<file path="src/rtl/core_pkg.sv">
// Shared core types: datapath width, result-select encoding and load funct3 codes.
package core_pkg;

    localparam int XLEN = 32;

    typedef enum logic [1:0] {
        RES_ALU  = 2'b00,
        RES_LOAD = 2'b01,
        RES_PC4  = 2'b10,
        RES_RSVD = 2'b11
    } result_src_t;

    localparam logic [2:0] F3_LB  = 3'b000;
    localparam logic [2:0] F3_LH  = 3'b001;
    localparam logic [2:0] F3_LW  = 3'b010;
    localparam logic [2:0] F3_LBU = 3'b100;
    localparam logic [2:0] F3_LHU = 3'b101;

endpackage

</file>
<file path="src/rtl/writeback_stage_load_extend.sv">
// Byte/half/word extraction with sign or zero extension from an aligned memory word.
module load_extend
    import core_pkg::*;
(
    input  logic [2:0]      funct3,
    input  logic [1:0]      off,
    input  logic [XLEN-1:0] word,
    output logic [XLEN-1:0] data
);

    logic [7:0]  byte_sel;
    logic [15:0] half_sel;

    always_comb begin
        byte_sel = word[{off, 3'b000} +: 8];
        // off[0] is not looked at for halves; misaligned halves never get this far
        half_sel = off[1] ? word[31:16] : word[15:0];
        data     = '0;
        case (funct3)
            F3_LB:   data = {{24{byte_sel[7]}}, byte_sel};
            F3_LBU:  data = {24'h0, byte_sel};
            F3_LH:   data = {{16{half_sel[15]}}, half_sel};
            F3_LHU:  data = {16'h0, half_sel};
            F3_LW:   data = word;
            default: data = '0;
        endcase
    end

endmodule

</file>
<file path="src/rtl/writeback_stage.sv">
// MEM/WB pipeline register, result select, register-file write port, forwarding and instret.
module writeback_stage
    import core_pkg::*;
#(
    parameter int INSTRET_W = 64
) (
    input  logic                 clk,
    input  logic                 reset,
    input  logic                 stall,
    input  logic                 flush,
    input  logic                 m_valid,
    input  logic                 m_reg_write,
    input  logic [4:0]           m_rd,
    input  logic [1:0]           m_result_src,
    input  logic [2:0]           m_funct3,
    input  logic [XLEN-1:0]      m_alu_result,
    input  logic [XLEN-1:0]      m_pc_plus4,
    input  logic [XLEN-1:0]      m_load_word,
    output logic                 rf_we,
    output logic [4:0]           rf_wa,
    output logic [XLEN-1:0]      rf_wd,
    output logic                 fwd_valid,
    output logic [4:0]           fwd_rd,
    output logic [XLEN-1:0]      fwd_data,
    output logic [INSTRET_W-1:0] instret
);

    logic                 w_valid_q,       w_valid_d;
    logic                 w_reg_write_q,   w_reg_write_d;
    logic [4:0]           w_rd_q,          w_rd_d;
    logic [1:0]           w_result_src_q,  w_result_src_d;
    logic [2:0]           w_funct3_q,      w_funct3_d;
    logic [XLEN-1:0]      w_alu_result_q,  w_alu_result_d;
    logic [XLEN-1:0]      w_pc_plus4_q,    w_pc_plus4_d;
    logic [XLEN-1:0]      w_load_word_q,   w_load_word_d;
    logic [INSTRET_W-1:0] instret_q,       instret_d;

    logic            wr_ok;
    logic            commit;
    logic [XLEN-1:0] load_data;
    logic [XLEN-1:0] result;

    load_extend u_load_extend (
        .funct3 (w_funct3_q),
        .off    (w_alu_result_q[1:0]),
        .word   (w_load_word_q),
        .data   (load_data)
    );

    always_comb begin
        w_valid_d      = w_valid_q;
        w_reg_write_d  = w_reg_write_q;
        w_rd_d         = w_rd_q;
        w_result_src_d = w_result_src_q;
        w_funct3_d     = w_funct3_q;
        w_alu_result_d = w_alu_result_q;
        w_pc_plus4_d   = w_pc_plus4_q;
        w_load_word_d  = w_load_word_q;
        if (flush) begin
            w_valid_d = 1'b0;
        end else if (!stall) begin
            w_valid_d      = m_valid;
            w_reg_write_d  = m_reg_write;
            w_rd_d         = m_rd;
            w_result_src_d = m_result_src;
            w_funct3_d     = m_funct3;
            w_alu_result_d = m_alu_result;
            w_pc_plus4_d   = m_pc_plus4;
            w_load_word_d  = m_load_word;
        end
    end

    always_comb begin
        // reset drops the resident instruction without writing or counting it
        commit = w_valid_q & ~stall & ~reset;
        wr_ok  = w_valid_q & w_reg_write_q & (w_rd_q != 5'd0);
        result = '0;
        case (result_src_t'(w_result_src_q))
            RES_ALU:  result = w_alu_result_q;
            RES_LOAD: result = load_data;
            RES_PC4:  result = w_pc_plus4_q;
            default:  result = '0;
        endcase
        instret_d = commit ? instret_q + INSTRET_W'(1) : instret_q;
    end

    always_ff @(posedge clk) begin
        if (reset) begin
            w_valid_q <= 1'b0;
            instret_q <= '0;
        end else begin
            w_valid_q <= w_valid_d;
            instret_q <= instret_d;
        end
    end

    always_ff @(posedge clk) begin
        w_reg_write_q  <= w_reg_write_d;
        w_rd_q         <= w_rd_d;
        w_result_src_q <= w_result_src_d;
        w_funct3_q     <= w_funct3_d;
        w_alu_result_q <= w_alu_result_d;
        w_pc_plus4_q   <= w_pc_plus4_d;
        w_load_word_q  <= w_load_word_d;
    end

    assign rf_we     = wr_ok & ~stall & ~reset;
    assign rf_wa     = w_rd_q;
    assign rf_wd     = result;
    assign fwd_valid = wr_ok;
    assign fwd_rd    = w_rd_q;
    assign fwd_data  = result;
    assign instret   = instret_q;

endmodule

</file>
<file path="config.mk">
export PLATFORM = sky130hd
export DESIGN_NAME = writeback_stage
export DESIGN_NICKNAME = d
export VERILOG_FILES = /design/src/rtl/core_pkg.sv /design/src/rtl/writeback_stage_load_extend.sv /design/src/rtl/writeback_stage.sv
export SDC_FILE = /design/constraint.sdc
export NUM_CORES = 1
export LEC_CHECK = 0
export ABC_AREA = 1
export ABC_CLOCK_PERIOD_IN_PS = 15600
export BUFFER_PORTS_ARGS = -buffer_cell sky130_fd_sc_hd__buf_2
export CELL_PAD_IN_SITES_DETAIL_PLACEMENT = 0
export CELL_PAD_IN_SITES_GLOBAL_PLACEMENT = 2
export CORE_MARGIN = 2
export CORE_UTILIZATION = 32
export DETAILED_ROUTE_END_ITERATION = 8
export HOLD_SLACK_MARGIN = 0.02
export PLACE_DENSITY = 0.93
export SETUP_SLACK_MARGIN = 0.4
export SKIP_LAST_GASP = 1
export SLEW_MARGIN = 0
export SYNTH_ARGS = -nofsm -noshare
export SYNTH_HDL_FRONTEND = slang
export SYNTH_HIERARCHICAL = 1
export SYNTH_SLANG_ARGS = --single-unit
</file>
<file path="constraint.sdc">
create_clock -name clk -period 15.6 [get_ports clk]
set_input_delay 1.56 -clock clk [delete_from_list [all_inputs] [get_ports clk]]
set_output_delay 1.56 -clock clk [all_outputs]
set_load 0.02 [all_outputs]
</file>
# After elaboration in Yosys (flattened, before gate mapping)
# Cells that the tools add are included.
[classes] n_eq_ne=6 n_reduce_logical=5 muxes=3 n_addsub=1 shift=1 n_bitwise=9
[ops] operator="32-bit one-hot mux with 5 select lines" n=1
[ops] operator="32-bit one-hot mux with 3 select lines" n=1
[ops] operator="64-bit by 1-bit adder with 64-bit output (second input constant)" n=1
[ops] operator="32-bit by 6-bit variable part select with 8-bit output" n=1
[ops] operator="16-bit 2-to-1 mux" n=1
[ops] operator="1-bit AND" n=6
[ops] operator="3-bit == test (second input constant)" n=2
[ops] operator="5-bit nonzero test" n=1
[ops] operator="3-bit by 1-bit == test with 1-bit output (second input constant)" n=1
[ops] operator="3-bit by 2-bit == test with 1-bit output (second input constant)" n=1
[ops] operator="3-bit logical NOT" n=1
[ops] operator="1-bit NOT" n=3
[ops] operator="2-bit by 1-bit == test with 1-bit output (second input constant)" n=1
[ops] operator="2-bit == test (second input constant)" n=1
[ops] operator="2-bit logical NOT" n=1
[ops] operator="2-bit AND reduction" n=1
[ops] operator="2-bit OR reduction" n=1
[totals] elab_cells=34 ff_bits=172 in_bits=112

# Depth between registers and ports, before layout
# Gate-level depths: netlist of the first run.
[depth] word_depth=4 depth_mapped=11 depth_no_buf=11

# Hierarchy
# Netlist of the first run, hierarchy kept.
[modules_own_cells] mod="writeback_stage" area_each_um2=8325.5 n_inst=1 cells_per_inst=976
[modules_own_cells] mod="load_extend" area_each_um2=897.1 n_inst=1 cells_per_inst=198

# Least setup slack after synthesis of the first run
# No wires, ideal clock.
[synth_timing] kind="in2reg" start="in flush" end="reg w_rd_q[0] (netlist: fwd_rd[0]) (enable)" slack_ns=9.005 setup_ns=0.575 cell_stages=1 t_arrival_ns=6.019 path_cell_list="nor2_1"
[synth_via] elab_chain_len=2
[synth_lines] element="from (decl)" line="writeback_stage.sv:10" rtl="input logic flush,"
[synth_lines] element="1-bit NOT (no line)"
[synth_lines] element="2-bit AND reduction (no line)"
[synth_lines] element="to (signal assigned)" line="writeback_stage.sv:99" rtl="w_rd_q <= w_rd_d;"
[synth_lines] element="to (decl)" line="writeback_stage.sv:30" rtl="logic [4:0] w_rd_q, w_rd_d;"
# No other way between the ends.
# A chain may end at the register's enable or synchronous reset.

# Worst setup path in the final report of the first run
[layout_timing] start="reg w_funct3_q[1]" end="out fwd_data[4]"
[layout_via] elab_chain_len=3 word_cells_on_any_way=7 classes_between="eq/ne: 4; mux: 2; reduce/logical: 1"
[layout_lines] element="from (decl)" line="writeback_stage.sv:32" rtl="logic [2:0] w_funct3_q, w_funct3_d;"
[layout_lines] element="from (signal assigned)" line="writeback_stage.sv:101" rtl="w_funct3_q <= w_funct3_d;"
[layout_lines] element="3-bit by 2-bit == test with 1-bit output (tied with other cells)" line="writeback_stage_load_extend.sv:19" rtl="case (funct3)"
[layout_lines] element="32-bit one-hot mux with 5 select lines (*)" line="writeback_stage_load_extend.sv:19"
[layout_lines] element="net load_data[4]" line="writeback_stage.sv:40" rtl="logic [XLEN-1:0] load_data;"
[layout_lines] element="32-bit one-hot mux with 3 select lines (*)" line="writeback_stage.sv:78" rtl="case (result_src_t'(w_result_src_q))"
[layout_lines] element="to (decl)" line="writeback_stage.sv:24" rtl="output logic [XLEN-1:0] fwd_data,"
# Mark *: on every way through the listed nets, which the timed path passes. The rest lies on a longest branch.

==> impl_metrics.yaml, run 1 <==
cts:
  cts_root_buffer: "clkbuf_16"
  cts_resized: 0
  clk_latency_ns: 0.43
  h-tree-depth: 4
  cts_tree: "yes"
  ctsLongestPathBuffers: 2
  cts_hold_buf: 0
  clk_pin_slew_ns: 0.07
  cts_buffers: 17
  post_cts_buffers: 0
  cts_num_sinks: 172
logic_synthesis:
  synthArstFlopShare_pct: 0
  ys_warn_count: 6
  synth_cell_types: 40
  synth_edf_count: 107
  yosys-top-cells-count: "nand2_1, nor2_1, inv_1, edfxtp_1, nand3_1"
  dominantRegCellSynth: "edfxtp_1"
  synth_top_area_share_pct: 34.84
  synth.most_common_cell: "nand2_1"
  synthTopCellsByArea: "edfxtp_1, dfxtp_1, nand2_1"
  yosysTopAreaCell: "edfxtp_1"
  ys_seq_elements: 172
  ys_seq_area_share_pct: 48.95
  syn_area_per_cell_sq_um: 7.856
  netlist_instances: 1174
  synth_fp_nets: 1287
  syn_area_sq_mm: 0.009223
floorplan:
  start_util_pct: 32.31
  coreArea_sq_mm: 0.02855
  rows: 62
  die_area_sq_mm: 0.03019
  io_pins: 252
  die_y_um: 173.8
  die_x_um: 173.8
power:
  power_frac_comb_pct: 11.3
  power_frac_seq_pct: 48.0
  p_sw_mw: 0.2959
  powerDensity_mw_per_mm2: 95.81
  netSwitchingFraction_pct: 27.67
  power_mw: 1.069
  intPower_mw: 0.7733
  pwr-share-clk_pct: 40.7
  p_leak_nw: 4.722
  ir_worst_vdd_uv: 64.90
timing:
  finalSetupViolCount: 0
  hold_violations: 0
  slew_headroom_pct: 39.76
  maxSlewViolCount: 0
  rsz0062_at_grt: "false"
  fin_setup_tns_ns: 0
  worst_hold_slack_ns: 0.4921
  fmax_mhz: 230.4
  fin_crit_sh_pct: 27.82
  min_period_ns: 4.341
  skew_ns: 0.01385
  worst_pin_slew_ns: 0.9035
detailed_routing:
  drtIter0Drc: 431
  dr.pass1.iters: 7
  drc: 0
  routedWlPerCell_um: 16.31
  drtAntennaViolNets: 0
  wl_mm: 29.01
  post_drt_via_cell_ratio: 4.627
  vias: 8232
setup_path:
  crit_top_cell: "inv_1"
  critPathRequiredTime_ns: 14.04
  crit_fanout: 24
  reg2reg_slack_ns: 13.58
  path_cells: "nand3_2 > inv_1 > nand2_1 > nand3_1 > inv_1 > o211ai_1 > buf_2"
  cp-end-kind: "output port"
  arrival_ns: 2.78
  worstSetupStartpointType: "register"
  crit_start: "w_funct3_q[1]"
  slowest_stage: "edfxtp_1"
  critical_path_class: "register to output port"
  slowest_delay_ns: 0.56
  worstReg2RegStart: "instret[15]"
finish:
  drive_above_1_share_pct: 25.11
  nets: 1494
  stdcell_count: 1779
  n_fill_cell: 3096
  final_core_util_pct: 39.09
  area_growth_pct: 21.00
job:
  cap_viol_max_count: 0
global_routing:
  gr-usage-met2_pct: 34.03
  grt_pass1_wl_mm: 44.14
  grt_util_met1_pct: 23.94
  grt_start_max_net_pins: 65
  antenna_found_initial: 2
  grt_pass1_vias: 7926
  grt_busiest_layer: "met2"
  grt-ovfl-total: 0
  track_usage_pct: 19.14
  grtUsageMet3_pct: 3.202
hold_path:
  min_from: "instret[17]"
  hp-class: "register to register"
place:
  post-place-cells: 1746
  hpwlAfterDp_mm: 22.11
  port_buffers: 251
  gp_congestion: 0.8112
status:
  status: "completed"
## power groups by stage
| stage | Clock (mW) | Sequential (mW) | Combinational (mW) |
|---|---|---|---|
| 6_report | 0.435 | 0.513 | 0.121 |
| 5_1_grt | 0.463 | 0.516 | 0.133 |
| 4_1_cts | 0.446 | 0.514 | 0.123 |
| 3_5_place_dp | 0 | 0.524 | 0.123 |
| 3_3_place_gp | 0 | 0.523 | 0.122 |
| 2_1_floorplan | 0 | 0.523 | 0.0891 |
## cells in the final DEF, fill, tap and decap left out, types with 6 or more instances in the layout
master     count
inv_8          6
nor2_1       199
inv_1        144
o211ai_1      38
edfxtp_1     107
o21ai_0       32
inv_2          6
nand3_1       75
dfxtp_1       65
nand4_1       14
nand2_1      306
buf_2        251
clkbuf_16     17
nor3_1        11
nor2_2        18
nand2_2       11
a21oi_1       28
nor2_4         8
xor2_1         6
## metrics by stage
stage               worst slack, ns  cell area [sq um]
floorplan                     9.005               9223
global placement              11.67              10560
global route                  11.02              11160
CTS                           11.16              11160
detailed placement            11.63              10560
finish                        11.26              11160
## area by class of cell
class,instances,area (sq um),area share [%]
Timing Repair Buffer,256,1294,11.59
Inverter,151,569.3,5.101
Antenna cell,1,2.502,0.02242
Clock inverter,15,171.4,1.536
Tap cell,384,480.5,4.305
Sequential cell,172,4514,40.45
Clock buffer,17,425.4,3.812
Multi-Input combinational cell,783,3702,33.18
## metal layers
layer | part of all wire [%] | vias to the layer above
met4 | 1.9 | 2
met2 | 49 | 241
li1 | - | 4155
met3 | 5.0 | 35
met1 | 44 | 3799
met5 | 0.045 | -
## critical path: cells and delay by family (launching register included)
kind,cells,cell delay (ns)
buf+inv,3,0.78
simple gates,3,0.70
flops,1,0.56
compound gates,1,0.31
## registers in the layout (all words and copies together) (netlist names)
register,flops
instret,64
w_alu_result_q,32
w_load_word_q,32
w_pc_plus4_q,32
fwd_rd,5
w_funct3_q,3
w_result_src_q,2
w_reg_write_q,1
w_valid_q,1
## cell families after synthesis
group,share of synthesized area [%]
AOI/OAI and AO/OA,7.082
adders and majority gates,0.1356
DFF,48.95
and+or+nand+nor,32.25
buffers and inverters,11.02
xor gates and xnor gates,0.5698
## worst paths after layout
kind | to | depth (start not counted)
worst max register to register | instret[43] | 8
worst min register to register | instret[17] | 1
worst max-delay path | fwd_data[4] | 7
worst min-delay path | instret[17] | 1
Note: power is estimated with default switching activity, not from simulation.
==> run 2: changes to the inputs <==
--- a/config.mk
+++ b/config.mk
@@ -5,8 +5,8 @@
 export SDC_FILE = /design/constraint.sdc
 export NUM_CORES = 1
 export LEC_CHECK = 0
-export ABC_AREA = 1
-export ABC_CLOCK_PERIOD_IN_PS = 15600
+export ABC_AREA = 0
+export ABC_CLOCK_PERIOD_IN_PS = 4200
 export BUFFER_PORTS_ARGS = -buffer_cell sky130_fd_sc_hd__buf_2
 export CELL_PAD_IN_SITES_DETAIL_PLACEMENT = 0
 export CELL_PAD_IN_SITES_GLOBAL_PLACEMENT = 2
@@ -14,7 +14,7 @@
 export CORE_UTILIZATION = 32
 export DETAILED_ROUTE_END_ITERATION = 8
 export HOLD_SLACK_MARGIN = 0.02
-export PLACE_DENSITY = 0.93
+export PLACE_DENSITY = 0.89
 export SETUP_SLACK_MARGIN = 0.4
 export SKIP_LAST_GASP = 1
 export SLEW_MARGIN = 0
==> constraint.sdc (replaced) <==
create_clock -name clk -period 4.2 [get_ports clk]
set_input_delay 0.42 -clock clk [delete_from_list [all_inputs] [get_ports clk]]
set_output_delay 0.42 -clock clk [all_outputs]
set_load 0.02 [all_outputs]
==> run 2 against run 1 <==
Against the previous run:
- worst setup slack got worse by 10 ns
- cell area fell by 11%
- critical path depth fell by 1
- area after synthesis fell by 13%
- highest routed layer unchanged
- core utilization rose by 1.5 points
- clock skew fell by 0.0019 ns
- synthesized cell count fell by 38%
- critical endpoint is now fwd_data[28]
- largest power group unchanged
==> impl_metrics.yaml, run 2 <==
hold_path:
  whs_path_depth: 1
  min_to: "w_pc_plus4_q[5]"
  min_from: "m_pc_plus4[5]"
  hp-class: "input pin to register"
finish:
  seq_area_sq_mm: 0.004514
  final_core_util_pct: 40.64
  final_cell_mix: "buf_2, edfxtp_1, dfxtp_1"
  drive_above_1_share_pct: 32.94
  n_fill_cell: 2392
  largest_reg_flops: 64
  final_common_cell: "buf_2"
  area_growth_pct: 24.04
  nets: 1044
  multi_input_area_sq_mm: 0.003002
timing:
  skew_ns: 0.01195
  worst_pin_slew_ns: 0.9657
  fmax_mhz: 296.3
  fin_setup_tns_ns: 0
  finalSetupViolCount: 0
  maxSlewViolCount: 0
  min_period_ns: 3.375
  slew_headroom_pct: 35.33
  hold_violations: 0
  rsz0062_at_grt: "false"
  setup_ws_ns: 0.8247
  fin_crit_sh_pct: 80.37
logic_synthesis:
  dominantRegCellSynth: "edfxtp_1"
  synthTopCellsByArea: "edfxtp_1, dfxtp_1, mux2i_1"
  synth_edf_count: 107
  yosys-top-cells-count: "edfxtp_1, dfxtp_1, o21ai_0, nand2_1, buf_4"
  yosysTopAreaCell: "edfxtp_1"
  synthArstFlopShare_pct: 0
  syn_area_per_cell_sq_um: 11.01
  ys_warn_count: 6
  synth_cell_types: 49
  ys_seq_elements: 172
  syn_area_sq_mm: 0.008014
  synth.most_common_cell: "edfxtp_1"
  netlist_instances: 728
  synth_fp_nets: 841
  ys_seq_area_share_pct: 56.33
  synth_top_area_share_pct: 40.09
floorplan:
  start_util_pct: 32.76
  die_area_sq_mm: 0.02633
  die_y_um: 162.3
  die_x_um: 162.3
  rows: 57
  io_pins: 252
  coreArea_sq_mm: 0.02446
setup_path:
  crit_fanout: 16
  reg2reg_slack_ns: 1.55
  path_cells: "mux2_2 > nand3b_1 > o211ai_1 > nand2_1 > o21ai_0 > buf_2"
  slowest_stage: "edfxtp_1"
  path_buf_inv: 1
  critPathRequiredTime_ns: 3.78
  cp-end-kind: "output port"
  cp_top_family: "flip-flops"
  worstReg2RegStart: "instret[0]"
  critical_path_class: "register to output port"
  worstSetupStartpointType: "register"
  arrival_ns: 2.96
  ff2ff_path_depth: 6
  r2r-end: "instret[58]"
  slowest_delay_ns: 0.82
cts:
  clk_pin_slew_ns: 0.07
  clk_latency_ns: 0.42
  cts_resized: 0
  cts_num_sinks: 172
  h-tree-depth: 4
  cts_root_buffer: "clkbuf_16"
  cts_buffers: 17
  ctsLongestPathBuffers: 2
  cts_hold_buf: 0
  post_cts_buffers: 0
  cts_tree: "yes"
detailed_routing:
  routedWlPerCell_um: 17.49
  dr.pass1.iters: 4
  wl_mm: 22.21
  vias: 6396
  drtAntennaViolNets: 0
  drtIter0Drc: 442
  post_drt_via_cell_ratio: 5.036
  drc: 0
power:
  ir_worst_vdd_uv: 211.9
  powerDensity_mw_per_mm2: 408.9
  p_leak_nw: 3.872
status:
  status: "completed"
global_routing:
  grt-ovfl-total: 0
  grt_pass1_vias: 5995
  antenna_found_initial: 5
  grt_pass1_wl_mm: 33.69
  grt_start_max_net_pins: 87
  track_usage_pct: 16.58
place:
  hpwlAfterDp_mm: 15.74
  port_buffers: 251
  gp_congestion: 0.8341
  dp_slack_ns: 1.264
job:
  cap_viol_max_count: 0
[run 2: changes by cell type in the layout (fill, tap and decap cells not counted), moves of 18 or more]
cell / previous run / this run
nand2_1: 306 / 58
nor2_1: 199 / 33
inv_1: 144 / 12
mux2i_1: 0 / 40
nand3_1: 75 / 36
or3_1: 0 / 31
o21ai_0: 32 / 62
o211ai_1: 38 / 16
nor2_2: 18 / 0
[run 2: kinds of logic (layout without fill, tap and decap cells)]
family,after synthesis,in the layout,synth area share (%)
other cells,0,2,0
flops,172,172,56.33
xor+xnor,24,24,2.623
compound gates,150,150,11.46
mux,48,48,6.401
fa+ha+maj,1,1,0.1561
buf+inv,88,304,6.339
simple gates,245,245,16.69
[run 2: how the worst max path moves through the flow]
stage | start | to | slack, ns | cells after the start
floorplan | stall | fwd_rd[0] | 0.56 | 1
global placement | w_alu_result_q[1] | rf_wd[28] | 1.27 | 6
detailed placement | w_alu_result_q[1] | fwd_data[28] | 1.26 | 6
CTS | w_alu_result_q[1] | fwd_data[28] | 0.78 | 6
global route | w_alu_result_q[1] | fwd_data[28] | 0.62 | 6
finish | w_alu_result_q[1] | fwd_data[28] | 0.82 | 6
[run 2: layout make-up]
type / count / share of cell area, %
repair buffers: 259 / 13.37
diodes: 2 / 0.05035
clock inverters: 14 / 2.089
clock buffers: 18 / 4.317
inverters: 13 / 0.4909
well taps: 324 / 4.078
multi-input cells: 468 / 30.20
flip-flops and latches: 172 / 45.41
[run 2: stage by stage]
step	std cells	cell area, sq um	hold WS, ns	power [mW]
detailed placement	1236	9299	0.4724	2.393
CTS	1268	9936	0.1479	4.123
floorplan	728	8016	0.4968	2.257
global placement	1236	9299	0.4717	2.388
finish	1270	9941	0.1692	4.065
global route	1268	9936	0.1400	4.227
[run 2: where the power goes]
part / internal (mW) / switching, mW
registers: 1.87 / 0.0372
logic: 0.160 / 0.280
clock network: 1.01 / 0.701
[run 2: metal layers]
metal | share of wire [%] | track usage, % | up-vias
met2 | 46 | 26.05 | 227
met4 | 1.3 | 4.385 | 6
met3 | 7.2 | 5.056 | 22
met1 | 45 | 22.31 | 3043
li1 | - | - | 3098
met5 | 0.18 | 0 | -
